### src/rtl/bin2bcd_seq_pkg.sv
`default_nettype none
// +----------------------------------------------------------------------+
// | bin2bcd_seq_pkg : shared constants for the sequential BCD converter   |
// | Rev 1.0                                                              |
// +----------------------------------------------------------------------+
package bin2bcd_seq_pkg;

  localparam int BCD_DIGIT_W = 4;
  localparam int ADD3_THRESH = 5;

  localparam logic [0:0] ST_IDLE  = 1'b0;
  localparam logic [0:0] ST_SHIFT = 1'b1;

  // All-nines pattern for up to 16 digits; callers slice to their width.
  function automatic logic [63:0] bcd_nines(input int digits);
    logic [63:0] r;
    r = '0;
    for (int i = 0; i < 16; i++) begin
      if (i < digits) r[i*4 +: 4] = 4'h9;
    end
    return r;
  endfunction

endpackage
`default_nettype wire

### src/rtl/bcd_add3_digit.sv
`default_nettype none
// +----------------------------------------------------------------------+
// | bcd_add3_digit : combinational "if >= 5 then +3" double-dabble cell   |
// | Rev 1.0                                                              |
// +----------------------------------------------------------------------+
module bcd_add3_digit
  import bin2bcd_seq_pkg::*;
(
  input  logic [BCD_DIGIT_W-1:0] i_digit,
  output logic [BCD_DIGIT_W-1:0] o_digit
);

  localparam logic [BCD_DIGIT_W-1:0] c_THRESH = BCD_DIGIT_W'(ADD3_THRESH);
  localparam logic [BCD_DIGIT_W-1:0] c_ADJ    = BCD_DIGIT_W'(3);

  assign o_digit = (i_digit >= c_THRESH) ? (i_digit + c_ADJ) : i_digit;

endmodule
`default_nettype wire

### src/rtl/bin2bcd_seq.sv
`default_nettype none
// +----------------------------------------------------------------------+
// | bin2bcd_seq : one-bit-per-clock double-dabble binary to packed BCD    |
// | Rev 1.0                                                              |
// +----------------------------------------------------------------------+
module bin2bcd_seq
  import bin2bcd_seq_pkg::*;
#(
  parameter int BIN_W   = 14,
  parameter int DIGITS  = 4,
  parameter int MAX_VAL = 9999
) (
  input  logic                          clk,
  input  logic                          rst_n,
  input  logic                          start_in,
  input  logic [BIN_W-1:0]              bin_in,
  output logic [BCD_DIGIT_W*DIGITS-1:0] bcd_o,
  output logic                          busy_o,
  output logic                          done_o,
  output logic                          ovf_o
);

  localparam int c_BCD_W = BCD_DIGIT_W * DIGITS;
  localparam int c_CAT_W = c_BCD_W + BIN_W;
  localparam int c_CNT_W = (BIN_W > 1) ? $clog2(BIN_W) : 1;

  localparam logic [c_CNT_W-1:0] c_LAST_CNT = c_CNT_W'(BIN_W - 1);
  localparam logic [c_CNT_W-1:0] c_CNT_ONE  = c_CNT_W'(1);
  localparam logic [BIN_W-1:0]   c_MAX_BIN  = BIN_W'(MAX_VAL);
  localparam logic [c_BCD_W-1:0] c_NINES    = c_BCD_W'(bcd_nines(DIGITS));

  logic [0:0]         r_state;
  logic [BIN_W-1:0]   r_shift;
  logic [c_BCD_W-1:0] r_scratch;
  logic [c_CNT_W-1:0] r_cnt;
  logic               r_ovf_pend;
  logic [c_BCD_W-1:0] r_bcd;
  logic               r_busy;
  logic               r_done;
  logic               r_ovf;

  logic [c_BCD_W-1:0] w_adj;
  logic [c_CAT_W-1:0] w_cat_sh;

  for (genvar g = 0; g < DIGITS; g++) begin : g_add3
    bcd_add3_digit u_add3 (
      .i_digit (r_scratch[g*BCD_DIGIT_W +: BCD_DIGIT_W]),
      .o_digit (w_adj[g*BCD_DIGIT_W +: BCD_DIGIT_W])
    );
  end

  // Any carry out of the top digit is dropped; it only occurs for saturated operands.
  assign w_cat_sh = {w_adj, r_shift} << 1;

  always_ff @(posedge clk or negedge rst_n) begin
    if (!rst_n) begin
      r_state    <= ST_IDLE;
      r_shift    <= '0;
      r_scratch  <= '0;
      r_cnt      <= '0;
      r_ovf_pend <= 1'b0;
      r_bcd      <= '0;
      r_busy     <= 1'b0;
      r_done     <= 1'b0;
      r_ovf      <= 1'b0;
    end else begin
      r_done <= 1'b0;
      case (r_state)
        ST_IDLE: begin
          if (start_in) begin
            r_state    <= ST_SHIFT;
            r_shift    <= bin_in;
            r_scratch  <= '0;
            r_cnt      <= '0;
            r_ovf_pend <= (bin_in > c_MAX_BIN);
            r_busy     <= 1'b1;
          end
        end
        ST_SHIFT: begin
          r_shift   <= w_cat_sh[BIN_W-1:0];
          r_scratch <= w_cat_sh[c_CAT_W-1:BIN_W];
          r_cnt     <= r_cnt + c_CNT_ONE;
          if (r_cnt == c_LAST_CNT) begin
            r_state <= ST_IDLE;
            r_busy  <= 1'b0;
            r_done  <= 1'b1;
            r_ovf   <= r_ovf_pend;
            r_bcd   <= r_ovf_pend ? c_NINES : w_cat_sh[c_CAT_W-1:BIN_W];
          end
        end
        default: r_state <= ST_IDLE;
      endcase
    end
  end

  assign bcd_o  = r_bcd;
  assign busy_o = r_busy;
  assign done_o = r_done;
  assign ovf_o  = r_ovf;

endmodule
`default_nettype wire

### config.mk
export PLATFORM = sky130hd
export DESIGN_NAME = bin2bcd_seq
export DESIGN_NICKNAME = d
export VERILOG_FILES = /design/src/rtl/bin2bcd_seq_pkg.sv /design/src/rtl/bcd_add3_digit.sv /design/src/rtl/bin2bcd_seq.sv
export SDC_FILE = /design/constraint.sdc
export NUM_CORES = 1
export LEC_CHECK = 0
export BUFFER_PORTS_ARGS = -buffer_cell sky130_fd_sc_hd__buf_2
export CAP_MARGIN = 20
export CELL_PAD_IN_SITES_DETAIL_PLACEMENT = 1
export CELL_PAD_IN_SITES_GLOBAL_PLACEMENT = 1
export CORE_ASPECT_RATIO = 1.1
export CORE_UTILIZATION = 41
export CTS_BUF_LIST = sky130_fd_sc_hd__clkbuf_4 sky130_fd_sc_hd__clkbuf_8 sky130_fd_sc_hd__clkbuf_16
export CTS_CLUSTER_SIZE = 20
export DETAILED_ROUTE_END_ITERATION = 16
export PLACE_DENSITY = 0.87
export SLEW_MARGIN = 10
export SYNTH_ARGS = -nofsm -noshare
export SYNTH_HDL_FRONTEND = slang
export SYNTH_SLANG_ARGS = --single-unit
### constraint.sdc
create_clock -name clk -period 1.4 [get_ports clk]
set_clock_uncertainty 0.15 [all_clocks]
set_input_delay 0.21 -clock clk [delete_from_list [all_inputs] [get_ports clk]]
set_output_delay 0.21 -clock clk [all_outputs]
set_load 0.05 [all_outputs]
# ---- Yosys cells after proc, flatten, opt, wreduce, memory -nomap -nowiden
# Index checks and enable logic that the tools add are counted.
dict set report totals {
  latch_bits 0
  wordCells 45
  ff_bits 55
  ramBits 0
  n_memories 0
  romBits 0
  input_bits 17
}
dict set report op_classes {
  order_cmp 5
  mux 19
  div 0
  n_reduce_logical 3
  n_mul 0
  bitwise_logic 1
  shift 0
  eq_ne 3
  add_sub_neg 5
}
# cell n
set ops {}
lappend ops {{$mux W16} 2}
lappend ops {{$pmux W16 S2} 1}
lappend ops {{$pmux W14 S2} 1}
lappend ops {{$ge A4 B3 Y1 const B} 4}
lappend ops {{$mux W4} 4}
lappend ops {{$gt A14 B14 Y1 const B} 1}
lappend ops {{$mux W14} 1}
lappend ops {{$add A4 B2 Y4 const B} 3}
lappend ops {{$pmux W4 S2} 1}
lappend ops {{$mux W1} 6}
lappend ops {{$reduce_and A2 Y1} 3}
lappend ops {{$add A4 B1 Y4 const B} 1}
lappend ops {{$eq A4 B4 Y1 const B} 1}
lappend ops {{$pmux W1 S2} 2}
lappend ops {{$add A3 B2 Y3 const B} 1}
lappend ops {{$mux W3} 1}
lappend ops {{$ne A2 B1 Y1 const B} 1}
lappend ops {{$ne A2 B2 Y1 const B} 1}
lappend ops {{$not A1 Y1} 1}

# ---- Longest topological paths before layout
dict set report depth {
  depth_word 3
  depth_mapped 7
  ltp_nobuf 6
}

# ---- Modules after synthesis
# From an unflattened synthesis, not the netlist that was laid out.
dict set report hier_totals {
  cells_unflattened 267
  area_unflattened_um2 2687.6
}
# module area_per_inst_um2 cells_per_inst seq_area_each_um2 n_inst
set by_module_without_submodules {}
lappend by_module_without_submodules {bin2bcd_seq 2282.2 203 1376.3 1}
lappend by_module_without_submodules {bcd_add3_digit 101.3 16 0.0 4}

# ---- Worst setup path after synthesis
# Ideal clock, no wire load.
dict set report synth_timing {
  path_kind {register to register}
  from {register r_scratch[8]}
  to {register r_bcd[10] (netlist: bcd_o[10])}
  required_ps 1183
  arrival_time_ps 1282
  setup_time_ps 67
  stages_incl_launch_ff 6
  synth_period_minus_slack_ps 1499
  path_slack_ps -99
  path_cell_list {dfrtp_1 -> ha_1 -> nand2b_1 -> a21oi_2 -> mux2i_1 -> a22o_1}
}
dict set report synth_via {
  elab_chain_cells 3
}
# element line
set synth_lines {}
lappend synth_lines {{start, declared} bin2bcd_seq.sv:34} ;# logic [c_BCD_W-1:0] r_scratch;
lappend synth_lines {{start signal, assigned} bin2bcd_seq.sv:81} ;# r_scratch <= w_cat_sh[c_CAT_W-1:BIN_W];
lappend synth_lines {{$add A4 B2 Y4 / $ge A4 B3 Y1 (equally long branches)} bcd_add3_digit.sv:16} ;# assign o_digit = (i_digit >= c_THRESH) ? (i_digit + c_ADJ) : i_digit;
lappend synth_lines {{$mux W4 *} bcd_add3_digit.sv:16}
lappend synth_lines {{$mux W16 *} bin2bcd_seq.sv:88} ;# r_bcd <= r_ovf_pend ? c_NINES : w_cat_sh[c_CAT_W-1:BIN_W];
lappend synth_lines {{end signal, assigned} bin2bcd_seq.sv:88}
lappend synth_lines {{end, declared} bin2bcd_seq.sv:37} ;# logic [c_BCD_W-1:0] r_bcd;
# Every way passes the cells marked *; elsewhere a longest branch is shown, timed or not.
# A chain may end at the register's enable or synchronous reset.

# ---- Final worst setup path
dict set report layout_timing {
  from {register r_scratch[0]}
  to {register r_scratch[2]}
}
dict set report layout_via {
  elab_chain_cells 3
}
# element line
set layout_lines {}
lappend layout_lines {{$add A4 B2 Y4 / $ge A4 B3 Y1 (equally long branches)} bcd_add3_digit.sv:16}
lappend layout_lines {{$mux W4 *} bcd_add3_digit.sv:16}
lappend layout_lines {{$pmux W16 S2 *} bin2bcd_seq.sv:68} ;# case (r_state)
# Marks and branches as above.

==> flow_metrics.py <==
metrics = {
    "status": {
        "outcome": "finished with violations",
        "failed_checks": "negative setup slack",
    },
    "critical_path": {
        "cp_cell_sequence": "inv_2 -> ha_4 -> nand2b_4 -> a21oi_4 -> mux2i_2 -> a21o_1",
        "slowest_stage": "dfrtp_2",
        "arrival_ns": 1.72,
        "reg2reg_from": "r_scratch[0]",
        "critPathMaxStageDelay_ns": 0.45,
        "worstSetupStartpointType": "flop",
        "reg2reg_depth": 6,
        "rr_endpoint": "r_scratch[2]",
        "end_kind": "flop",
        "required_ns": 1.50,
        "r2r_slack_ns": -0.23,
        "critPathKind": "flop to flop",
        "crit_fanout": 3,
    },
    "clocking": {
        "cts_tree": "done",
        "h-tree-depth": 2,
        "cts_root_buf": "clkbuf_8",
        "clk_pin_slew_ns": 0.10,
        "clockBufferDepth": 2,
        "numCtsBuffers": 5,
        "clk_latency_ns": 0.32,
        "clkSinkCount": 55,
    },
    "worst_hold_path": {
        "hold_path_depth": 3,
        "holdPathEnd": "r_shift[3]",
        "worstHoldStart": "bin_in[3]",
        "hp-class": "input pin to flop",
    },
    "route": {
        "dr.pass1.iters": 4,
        "routed_via_density": 5.321,
        "drt-total-wl_um": 7434,
        "vias": 2155,
        "drc_errors": 0,
        "drt_iter0_markers": 59,
        "drtAntennaViolNets": 0,
        "routedWlPerCell_um": 18.36,
    },
    "logic_synthesis": {
        "syn_inst": 248,
        "yosys_warnings": 0,
        "yosys.cell_types.count": 30,
        "synth-seq-cells": 55,
        "synthFlopType": "dfrtp_1",
        "syn_area_um2": 2690,
        "syn_area_per_cell_um2": 10.85,
        "synth_edf_count": 0,
        "synth-seq-area-share_pct": 51.16,
        "ys_async_sr_fraction_pct": 100.0,
        "syn_nets": 275,
    },
    "power_and_ir_drop": {
        "pwr-share-comb_pct": 59.6,
        "total_power_mw": 9.657,
        "swShare_pct": 45.21,
        "intPower_mw": 5.291,
        "switchingPower_mw": 4.366,
        "seq_power_share_pct": 31.1,
        "vdd_ir_drop_max_v": 0.001068,
        "powerDensity_nw_per_um2": 2554,
        "p_leak_nw": 1.796,
        "p_clk_share_pct": 9.4,
    },
    "floorplanning": {
        "dieArea_um2": 6889,
        "rows": 30,
        "core-area_um2": 6269,
        "dieWidth_um": 79.23,
        "die_height_um": 86.96,
        "ios": 36,
        "initial_core_util_pct": 42.91,
    },
    "placed_design": {
        "io_buffers": 35,
        "placed_area_um2": 3251,
        "gp_congestion": 0.7565,
        "dp_hpwl_um": 4858,
    },
    "layout": {
        "fin_area_um2": 3781,
        "n_fill_cell": 674,
        "n_antenna_cell": 0,
        "syn_to_final_growth_pct": 40.56,
        "drive_gt1_share_pct": 48.62,
        "nNetsFinal": 351,
    },
    "global_routing": {
        "grt.total_usage_pct": 22.64,
        "grt_max_degree": 42,
        "grt_first_pass_wirelength_um": 11830,
        "grt_pass1_vias": 2389,
        "overflow": 0,
        "antenna_found_initial": 0,
    },
    "sta": {
        "finalHoldViolCount": 0,
        "slew_headroom_pct": 78.41,
        "min_period_ns": 1.627,
        "drv_slew": 0,
        "fin_ws_ns": -0.2268,
        "tightest_slew_ns": 0.3238,
        "fmax_ghz": 0.6147,
        "setup_viol": 28,
        "fin_crit_sh_pct": 116.2,
        "rsz0062_at_grt": "true",
        "whs_ns": 0.03378,
    },
    "flow_run": {
        "cap_violations": 0,
    },
}
## metrics by stage
stage | util, % | setup slack, ns | setup TNS (ns) | std cells
final | 60.32 | -0.2268 | -3.342 | 405
after global routing | 60.32 | -0.3066 | -5.387 | 405
after CTS | 57.47 | -0.1713 | -2.556 | 399
after detailed placement | 51.86 | -0.1949 | -3.054 | 382
after global placement | 51.86 | -0.1259 | -1.519 | 382
after floorplan | - | -0.04645 | -0.2995 | 248
## synth_stat cells, types with 7 or more instances
library cell / n / area (um2)
a21oi_1: 15 / 75.07
nor3b_1: 11 / 82.58
inv_1: 11 / 41.29
mux2i_1: 26 / 260.3
a21o_1: 8 / 60.06
nand2b_1: 14 / 87.58
dfrtp_1: 55 / 1376
nand2_1: 19 / 71.32
ha_1: 10 / 125.1
a22o_1: 7 / 61.31
buf_2: 7 / 35.03
o21ai_0: 20 / 100.1
nor2_1: 11 / 41.29
## cell usage in the layout, fill, tap and decap left out, types with 7 or more instances in the layout
| cell | instances |
|---|---|
| nor2_1 | 10 |
| a21oi_2 | 15 |
| nand2b_1 | 10 |
| buf_4 | 30 |
| nand2_1 | 17 |
| inv_2 | 9 |
| dfrtp_1 | 51 |
| buf_2 | 35 |
| buf_6 | 12 |
| a21o_1 | 8 |
| mux2i_1 | 24 |
| a22o_1 | 7 |
| o21ai_0 | 16 |
| ha_4 | 8 |
## critical path: cells and delay by family (launching register included)
family                   cells  cell delay, ns
multiplexers                 1            0.29
flip-flops                   1            0.45
buffers and inverters        1            0.10
adder cells (fa/ha/maj)      1            0.16
AND/OR/NAND/NOR              1            0.06
AO/OA/AOI/OAI                2            0.36
## layer usage
metal	share of wire, %	GRT usage (%)	up-vias
met5	0	0	-
met4	0.83	5.950	0
met3	2.5	3.351	6
met2	57	43.57	37
met1	40	25.80	1109
li1	-	-	1003
## worst max-delay path by stage
stage          slack [ns]    startpoint  cells after the start            to
2_1_floorplan       -0.05  r_scratch[0]                      6      bcd_o[2]
3_3_place_gp        -0.13  r_scratch[1]                      6      bcd_o[2]
3_5_place_dp        -0.19  r_scratch[1]                      6  r_scratch[2]
4_1_cts             -0.17  r_scratch[1]                      6      bcd_o[2]
5_1_grt             -0.31  r_scratch[9]                      6     bcd_o[10]
6_report            -0.23  r_scratch[0]                      6  r_scratch[2]
## sequential cells by signal, summed over array words and instances (netlist names)
register / flops
bcd_o: 16
busy_o: 1
done_o: 1
ovf_o: 1
r_cnt: 4
r_ovf_pend: 1
r_scratch: 16
r_shift: 14
r_state: 1
## cell type report
| type | count | area, um2 | share of cell area (%) |
|---|---|---|---|
| Clock buffer | 6 | 76.32 | 2.019 |
| Clock inverter | 2 | 12.51 | 0.3309 |
| Inverter | 12 | 47.55 | 1.257 |
| Multi-Input combinational cell | 167 | 1528 | 40.40 |
| Sequential cell | 55 | 1381 | 36.53 |
| Tap cell | 80 | 100.1 | 2.647 |
| Timing Repair Buffer | 83 | 635.6 | 16.81 |
## what timing repair did
item	CTS	global route
cloned	0	0
setup buffers	7	8
hold buffers	2	0
pin swaps	18	29
gates resized for setup	45	35
setup endpoints to repair	34	35
hold endpoints to repair	56	0
## kinds of logic (layout without fill, tap and decap cells)
logic type,count (synthesis),in the layout,synth area share (%)
buffers and inverters,26,103,5.069
flip-flops,55,55,51.16
XOR/XNOR,6,6,1.953
AND/OR/NAND/NOR,66,66,13.63
AO/OA/AOI/OAI,59,59,13.86
multiplexers,26,26,9.674
adder cells (fa/ha/maj),10,10,4.651
## power by group through the flow
stage | clock network, mW | registers (mW) | logic [mW]
after floorplan | 0 | 3.62 | 2.34
after global routing | 0.976 | 3.08 | 6.18
after global placement | 0 | 2.83 | 4.27
after CTS | 0.927 | 2.92 | 5.16
final | 0.906 | 3.00 | 5.75
after detailed placement | 0 | 2.88 | 4.53
No activity file was read; power rests on OpenSTA's default activity.
